[src/rtl/priority_encoder.sv]
`default_nettype none
// ============================================================================
//  Module   : priority_encoder
//  Brief    : Edge-captured 8-line priority encoder with handshaked output.
//             Rising edges on d0..d7 are latched into a pending set; the
//             highest pending line is presented as {a,b,c} with v=1 and held
//             until ack. ovf is a sticky flag for edges on already-pending
//             lines.
//  Revision : 1.0 - initial release
// ============================================================================
module priority_encoder (
    input  logic clk,
    input  logic rst_n,
    input  logic e,
    input  logic d0,
    input  logic d1,
    input  logic d2,
    input  logic d3,
    input  logic d4,
    input  logic d5,
    input  logic d6,
    input  logic d7,
    input  logic ack,
    output logic a,
    output logic b,
    output logic c,
    output logic v,
    output logic ovf
);

    localparam logic [0:0] C_IDLE    = 1'b0;
    localparam logic [0:0] C_PRESENT = 1'b1;

    logic [7:0] w_d;
    logic [7:0] r_prev;
    logic [7:0] r_pend;
    logic [7:0] w_pend_next;
    logic [7:0] w_rise;
    logic [7:0] w_set;
    logic [7:0] w_clr;
    logic       w_take;
    logic       w_any;
    logic       w_ovf_hit;
    logic [2:0] w_top_idx;
    logic [0:0] r_state;
    logic [0:0] w_state_next;
    logic [2:0] r_code;
    logic [2:0] w_code_next;
    logic       r_ovf;

    assign w_d    = {d7, d6, d5, d4, d3, d2, d1, d0};
    assign w_rise = w_d & ~r_prev;
    assign w_set  = {8{e}} & w_rise;

    // Acknowledge only counts while a code is actually on display.
    assign w_take = (r_state == C_PRESENT) & ack;
    assign w_clr  = w_take ? (8'b0000_0001 << r_code) : 8'b0000_0000;

    // A fresh edge beats a same-cycle clear so the new request is not lost.
    for (genvar gi = 0; gi < 8; gi++) begin : g_pend
        assign w_pend_next[gi] = w_set[gi] | (r_pend[gi] & ~w_clr[gi]);
    end

    // Overflow only when the line stays pending and is not being retired now.
    assign w_ovf_hit = |(w_set & r_pend & ~w_clr);
    assign w_any     = |r_pend;

    // Highest set bit of the pending vector (ascending scan, last hit wins).
    always_comb begin
        w_top_idx = 3'd0;
        for (int i = 0; i < 8; i++) begin
            if (r_pend[i]) begin
                w_top_idx = 3'(i);
            end
        end
    end

    // Edge-detect history and pending set; updated every cycle.
    always_ff @(posedge clk or negedge rst_n) begin
        if (!rst_n) begin
            r_prev <= 8'd0;
            r_pend <= 8'd0;
            r_ovf  <= 1'b0;
        end else begin
            r_prev <= w_d;
            r_pend <= w_pend_next;
            if (w_ovf_hit) begin
                r_ovf <= 1'b1;
            end
        end
    end

    // FSM state register.
    always_ff @(posedge clk or negedge rst_n) begin
        if (!rst_n) begin
            r_state <= C_IDLE;
        end else begin
            r_state <= w_state_next;
        end
    end

    // FSM next-state: present when anything is pending, retire on ack.
    always_comb begin
        w_state_next = r_state;
        case (r_state)
            C_IDLE:    if (w_any) w_state_next = C_PRESENT;
            C_PRESENT: if (ack)   w_state_next = C_IDLE;
            default:   w_state_next = C_IDLE;
        endcase
    end

    // FSM output decode: the code is loaded only on the IDLE->PRESENT step.
    always_comb begin
        w_code_next = r_code;
        if ((r_state == C_IDLE) && w_any) begin
            w_code_next = w_top_idx;
        end
    end

    // Presented code register; keeps its value while idle.
    always_ff @(posedge clk or negedge rst_n) begin
        if (!rst_n) begin
            r_code <= 3'd0;
        end else begin
            r_code <= w_code_next;
        end
    end

    assign a   = r_code[2];
    assign b   = r_code[1];
    assign c   = r_code[0];
    assign v   = r_state[0];
    assign ovf = r_ovf;

endmodule
`default_nettype wire

[config.mk]
export PLATFORM = sky130hd
export DESIGN_NAME = priority_encoder
export DESIGN_NICKNAME = d
export VERILOG_FILES = /design/src/rtl/priority_encoder.sv
export SDC_FILE = /design/constraint.sdc
export NUM_CORES = 1
export LEC_CHECK = 0
export ABC_AREA = 1
export BUFFER_PORTS_ARGS = -buffer_cell sky130_fd_sc_hd__buf_4
export CAP_MARGIN = 25
export CORE_ASPECT_RATIO = 0.9
export CORE_MARGIN = 2
export CORE_UTILIZATION = 45
export CTS_BUF_LIST = sky130_fd_sc_hd__clkbuf_8 sky130_fd_sc_hd__clkbuf_16
export DETAILED_ROUTE_END_ITERATION = 8
export PLACE_DENSITY = 0.68
export SLEW_MARGIN = 20
export SYNTH_ARGS = -nofsm -noshare
export SYNTH_HDL_FRONTEND = slang
export SYNTH_SLANG_ARGS = --single-unit
[constraint.sdc]
create_clock -name clk -period 1.1 [get_ports clk]
set_input_delay 0.22 -clock clk [delete_from_list [all_inputs] [get_ports clk]]
set_output_delay 0.22 -clock clk [all_outputs]
set_load 0.01 [all_outputs]
==> impl_metrics.env, run 1 <==
export IMPL_wire_per_inst_um=12.5
export IMPL_drc=0
export IMPL_buffers_from_clock_root_to_sink_at_most=2
export IMPL_clk_pin_slew_ns=0.07
export IMPL_p_leak_uw=0.000715
export IMPL_die_y_extent_um=48.2
export IMPL_worst_path_most_repeated_cell="nand2_1"
export IMPL_synth_edf_count=0
export IMPL_met3_length_um=154
export IMPL_yosys_most_used_dff="dfrtp_1"
export IMPL_max_slew_margin_rel_pct=82.0
export IMPL_num_rows=15
export IMPL_fin_total_pwr_uw=3140
export IMPL_hold_viol_final=0
export IMPL_required_ns=1.25
export IMPL_netlist_area_leader_share_pct=53.7
export IMPL_first_iter_violations=19
export IMPL_pd_cells_mw_per_mm2=2340
export IMPL_dp_hpwl_mm=1.56
export IMPL_io_pins=17
export IMPL_fin_setup_tns_ns=-0.375
export IMPL_critical_path_startpoint_type="flip-flop"
export IMPL_detailedRoute_firstPassIterationCount=4
export IMPL_max_freq_mhz=843
export IMPL_crit_type="reg -> reg"
export IMPL_topRoutingLayerUsed="met4"
export IMPL_arrival_ns=1.33
export IMPL_clock_latency_ns=0.26
export IMPL_rsz0062_at_grt="yes"
export IMPL_end_kind="flip-flop"
export IMPL_slew_viol_final=0
export IMPL_fin_crit_sh_pct=108
export IMPL_cp_slowest_stage_delay_ns=0.43
export IMPL_clock_skew_ns=0.00350
export IMPL_netlist_instances=127
export IMPL_async_flop_share_pct=100
export IMPL_detail_route_antenna_nets=0
export IMPL_max_cap_viol_count=0
export IMPL_die_width_um=53.2
export IMPL_grt_first_pass_wirelength_mm=3.54
export IMPL_io_buffers=16
export IMPL_grt_antenna_before_repair=0
export IMPL_cts_root_buffer="clkbuf_8"
export IMPL_floorplan_initialDensity_pct=49.2
export IMPL_route_vias_total=912
export IMPL_min_delay_path_class="in -> reg"
export IMPL_synth_seq_area_share_pct=53.7
export IMPL_fin_cells=185
export IMPL_die_area_mm2=0.00256
export IMPL_ys_warnings_count=0
export IMPL_avgViaCountPerCell=4.93
export IMPL_path_cells="nand2_2, nor2_4, nand2_1, nand2_1, nand2_1, nor2_1, nand3_1"
export IMPL_clock_tree_htree_level_count=1
export IMPL_post_route_min_period_ns=1.19
export IMPL_grt_ovfl_total=0
export IMPL_drt_wl_total_mm=2.31
export IMPL_failed_checks="negative setup slack"
export IMPL_mappedNetlistArea_um2=978
export IMPL_synth_area_leader_cell="dfrtp_1"
export IMPL_synth_common_cells="40 x nand2_1, 21 x dfrtp_1, 21 x inv_1"
export IMPL_core_mm2=0.00199
export IMPL_grt_max_degree=22
export IMPL_timing_hold_ws_ns=0.0669
export IMPL_tritoncts_num_sinks=21
export IMPL_synthesis_area_per_instance_um2=7.70
export IMPL_post_synth_cell_types=15
export IMPL_number_of_cells_in_the_design_after_placement=174
export IMPL_final_setup_worst_slack_ns=-0.0865
export IMPL_peakVddDrop_v=0.00178
export IMPL_leading_post_synthesis_cells_by_cell_area="dfrtp_1 54%, nand2_1 15%, inv_1 8.1%"
export IMPL_cts_tree="done"
export IMPL_post_route_cells_drive_above_1_share_pct=32.5
export IMPL_report_final_setup_viol=5
export IMPL_num_nets_final=173
export IMPL_gr_usage_all_layers_pct=20.2
export IMPL_ys_ff_latch=21
export IMPL_worst_slew_pin_slew_ns=0.270
export IMPL_cts_made_buffers=3
export IMPL_met2_wirelength_mm=1.13
export IMPL_grt_pass1_vias=850
export IMPL_crit_slowest_cell="dfrtp_1"
export IMPL_n_antenna_cell=0
export IMPL_outcome="finished, violations left"
export IMPL_yosysMostFrequentCell="nand2_1"
export IMPL_wirelength_met1_mm=1.01
export IMPL_globalplace_congestion=0.841
export IMPL_synthesis_nets=139
export IMPL_area_growth_syn_to_layout_pct=37.0
export IMPL_fill_cells=179
export IMPL_final_util_pct=67.4
export IMPL_critPathMaxFanout=4
[power breakdown]
part / total [µW] / switching, µW / internal [µW] / leakage, µW
Sequential: 1220 / 219 / 1000 / 0.000226
Clock: 495 / 246 / 249 / 0.0000269
Combinational: 1420 / 750 / 672 / 0.000462
[through the flow]
step                      worst slack, ns  instance area (µm²)
final                             -0.0865                 1340
after global routing               -0.166                 1340
after CTS                         -0.0670                 1290
after detailed placement          -0.0658                 1170
after global placement            -0.0148                 1170
after floorplan                    0.0513                  978
[critical path, delay by kind of cell, from the launching register on]
kind	cells	cell delay [ns]
simple gates	7	0.65
flops	1	0.43
[layout by cell type, fill, tap and decap left out]
cell type	count
dfrtp_1	19
nand4_1	3
nand2_2	7
o211ai_1	1
o21ai_1	2
o21ai_0	3
nor2_2	3
inv_1	20
dlygate4sd3_1	1
clkbuf_8	3
o21ai_2	1
nor2_4	3
inv_2	3
buf_4	23
nand3_2	1
dfrtp_2	2
nor2_1	13
nand3_1	12
nand2_1	34
buf_6	6
[final timing paths]
path	from	to	slack, ns	cells after the start
setup / recovery	v$_DFF_PN0_	ovf$_DFFE_PN0P_	-0.09	7
hold / removal	d6	r_prev[6]$_DFF_PN0_	0.07	1
setup reg to reg	v$_DFF_PN0_	ovf$_DFFE_PN0P_	-0.09	7
hold reg to reg	r_pend[0]$_DFF_PN0_	r_pend[0]$_DFF_PN0_	0.48	2
max in group asynchronous	rst_n	r_code[0]$_DFFE_PN0P_	0.49	2
min in group asynchronous	rst_n	r_prev[1]$_DFF_PN0_	0.37	2
[per-layer routing]
metal  global-route usage [%]  vias to the layer above
met3                     6.13                        5
met5                        0                        -
met4                     6.15                        0
met1                     22.6                      426
met2                     37.8                       29
li1                         -                      452
[flip-flops by register name, summed over array words and instances (netlist names)]
register	cells
r_pend	8
ovf	1
r_code	3
r_prev	8
v	1
[final cells by class]
cell class              count  area (µm²)  share of cell area [%]
inverters                  22        82.6                    6.16
clock buffers               3        41.3                    3.08
flip-flops and latches     21         528                    39.4
well taps                  25        31.3                    2.33
clock inverters             1        3.75                   0.280
multi-input cells          83         403                    30.1
repair buffers             30         250                    18.7
[cells by family after synthesis]
group	count (synthesis)	synth area share [%]
DFF	21	53.7
buffers and inverters	23	9.21
AOI/OAI and AO/OA	7	4.22
and+or+nand+nor	76	32.9
[what timing repair did]
item / CTS / global route
hold endpoints to repair: 21 / 0
resized for setup: 11 / 12
hold buffers: 1 / 0
setup buffers: 3 / 3
endpoints found under the setup margin: 7 / 9
pin swaps: 3 / 3
(Power assumes the default switching activity.)
==> inputs of run 2 (changes only) <==
==> constraint.sdc (replaced) <==
create_clock -name clk -period 1.1 [get_ports clk]
set_input_delay 0.055 -clock clk [delete_from_list [all_inputs] [get_ports clk]]
set_output_delay 0.055 -clock clk [all_outputs]
set_load 0.01 [all_outputs]
==> impl_metrics.env, run 2 (synthesized netlist as in run 1, its figures left out) <==
export IMPL_cts_root_buffer="clkbuf_8"
export IMPL_die_width_um=53.2
export IMPL_worstRegToRegCells=6
export IMPL_multiInputGateArea_um2=398
export IMPL_cts_tree="done"
export IMPL_io_buffers=16
export IMPL_avgViaCountPerCell=4.96
export IMPL_worst_r2r_endpoint="ovf$_DFFE_PN0P_"
export IMPL_final_cell_mix="33 x nand2_1, 27 x buf_4, 21 x dfrtp_1, 19 x inv_1, 14 x nor2_1"
export IMPL_drc=0
export IMPL_route_vias_total=958
export IMPL_floorplan_initialDensity_pct=49.2
export IMPL_tritoncts_num_sinks=21
export IMPL_grt_antenna_before_repair=0
export IMPL_clock_skew_ns=0.00577
export IMPL_critPathMaxFanout=3
export IMPL_fin_crit_sh_pct=107
export IMPL_end_kind="flip-flop"
export IMPL_num_rows=15
export IMPL_layout_commonest_cell="nand2_1"
export IMPL_crit_reg2reg_launch="r_code[2]$_DFFE_PN0P_"
export IMPL_layout_area_seq_um2=526
export IMPL_drt_wl_total_mm=2.46
export IMPL_grt_ovfl_total=0
export IMPL_clock_latency_ns=0.26
export IMPL_rsz0062_at_grt="yes"
export IMPL_buffers_from_clock_root_to_sink_at_most=2
export IMPL_wire_per_inst_um=12.8
export IMPL_worst_hold_startpoint="ack"
export IMPL_pd_cells_mw_per_mm2=2220
export IMPL_peakVddDrop_v=0.00180
export IMPL_grt_first_pass_wirelength_mm=3.66
export IMPL_gr_usage_all_layers_pct=20.6
export IMPL_worst_slew_pin_slew_ns=0.268
export IMPL_detail_route_antenna_nets=0
export IMPL_hold_viol_final=0
export IMPL_worstHoldPathCells=2
export IMPL_first_iter_violations=27
export IMPL_dp_hpwl_mm=1.56
export IMPL_max_cap_viol_count=0
export IMPL_cts_made_buffers=3
export IMPL_report_final_setup_viol=3
export IMPL_clock_tree_htree_level_count=1
export IMPL_worstHoldEndpoint="v$_DFF_PN0_"
export IMPL_p_leak_uw=0.000743
export IMPL_critical_path_startpoint_type="flip-flop"
export IMPL_n_antenna_cell=0
export IMPL_slew_viol_final=0
export IMPL_fill_cells=170
export IMPL_max_freq_mhz=847
export IMPL_reg2reg_slack_ns=-0.08
export IMPL_failed_checks="negative setup slack"
export IMPL_max_slew_margin_rel_pct=82.2
export IMPL_fin_setup_tns_ns=-0.0873
export IMPL_io_pins=17
export IMPL_largestRegisters="r_pend x8, r_prev x8, r_code x3"
export IMPL_die_area_mm2=0.00256
export IMPL_num_nets_final=181
export IMPL_grt_pass1_vias=892
export IMPL_grt_max_degree=22
export IMPL_fin_total_pwr_uw=3100
export IMPL_clk_pin_slew_ns=0.07
export IMPL_post_route_cells_drive_above_1_share_pct=30.4
export IMPL_final_util_pct=70.3
export IMPL_min_delay_path_class="in -> reg"
export IMPL_arrival_ns=1.33
export IMPL_area_growth_syn_to_layout_pct=42.8
export IMPL_required_ns=1.25
export IMPL_detailedRoute_firstPassIterationCount=4
export IMPL_core_mm2=0.00199
export IMPL_post_route_min_period_ns=1.18
export IMPL_outcome="finished, violations left"
export IMPL_final_setup_worst_slack_ns=-0.0809
export IMPL_crit_type="reg -> reg"
export IMPL_die_y_extent_um=48.2
export IMPL_globalplace_congestion=0.841
run 2: cell types whose count changed in the layout (fill, tap and decap cells not counted):
cell / previous run / this run
buf_6: 6 / 2
inv_1: 20 / 19
dlygate4sd3_1: 1 / 9
nor2_1: 13 / 14
nand2_2: 7 / 8
dfrtp_2: 2 / 0
nor2_4: 3 / 2
dfrtp_1: 19 / 21
inv_2: 3 / 4
nand2_1: 34 / 33
buf_4: 23 / 27
run 2: worst max-delay path by stage:
stage | start | to
final | r_code[2]$_DFFE_PN0P_ | ovf$_DFFE_PN0P_
after global routing | r_code[2]$_DFFE_PN0P_ | ovf$_DFFE_PN0P_
after CTS | v$_DFF_PN0_ | ovf$_DFFE_PN0P_
after detailed placement | v$_DFF_PN0_ | ovf$_DFFE_PN0P_
after global placement | r_pend[4]$_DFF_PN0_ | r_code[1]$_DFFE_PN0P_
after floorplan | r_code[2]$_DFFE_PN0P_ | ovf$_DFFE_PN0P_
run 2: power by group:
part	internal [µW]	switching, µW	leakage (µW)
Sequential	993	207	0.000228
Clock	249	240	0.0000269
Combinational	643	771	0.000488
run 2: repair_timing:
item                       CTS  global route
setup buffers                4             2
gates resized for setup      8             9
hold buffers                 9             0
pin swaps                    3             3
setup endpoints to repair    5             5
hold endpoints to repair    29             0
run 2: per-stage QoR:
stage	worst slack (ns)	std cells	hold slack [ns]	area, µm²
5_1_grt	-0.139	193	0.0446	1400
3_3_place_gp	-0.0148	174	-0.0471	1170
4_1_cts	-0.0394	191	0.0377	1360
6_report	-0.0809	193	0.0387	1400
2_1_floorplan	0.0513	127	-0.241	978
3_5_place_dp	-0.0658	174	-0.0487	1170
run 2: per-layer routing:
metal | routed length (µm) | vias up | global-route usage [%]
met1 | 1090 | 454 | 23.2
met2 | 1190 | 25 | 38.3
met3 | 127 | 8 | 5.83
met4 | 47 | 0 | 7.69
li1 | - | 471 | -
met5 | 0 | - | 0
run 2: final cells by class:
| class | count | area share, % |
|---|---|---|
| multi-input cells | 83 | 28.5 |
| clock inverters | 1 | 0.269 |
| clock buffers | 3 | 2.95 |
| well taps | 25 | 2.24 |
| flip-flops and latches | 21 | 37.6 |
| inverters | 22 | 5.91 |
| repair buffers | 38 | 22.6 |
run 2: worst max-delay path: stages (launching register included):
cell and delay [ns]:
dfrtp_1 0.43, inv_2 0.12, nand3_1 0.11, nor2_1 0.16, nor2_1 0.05, nor2_1 0.11
nand3_1 0.09
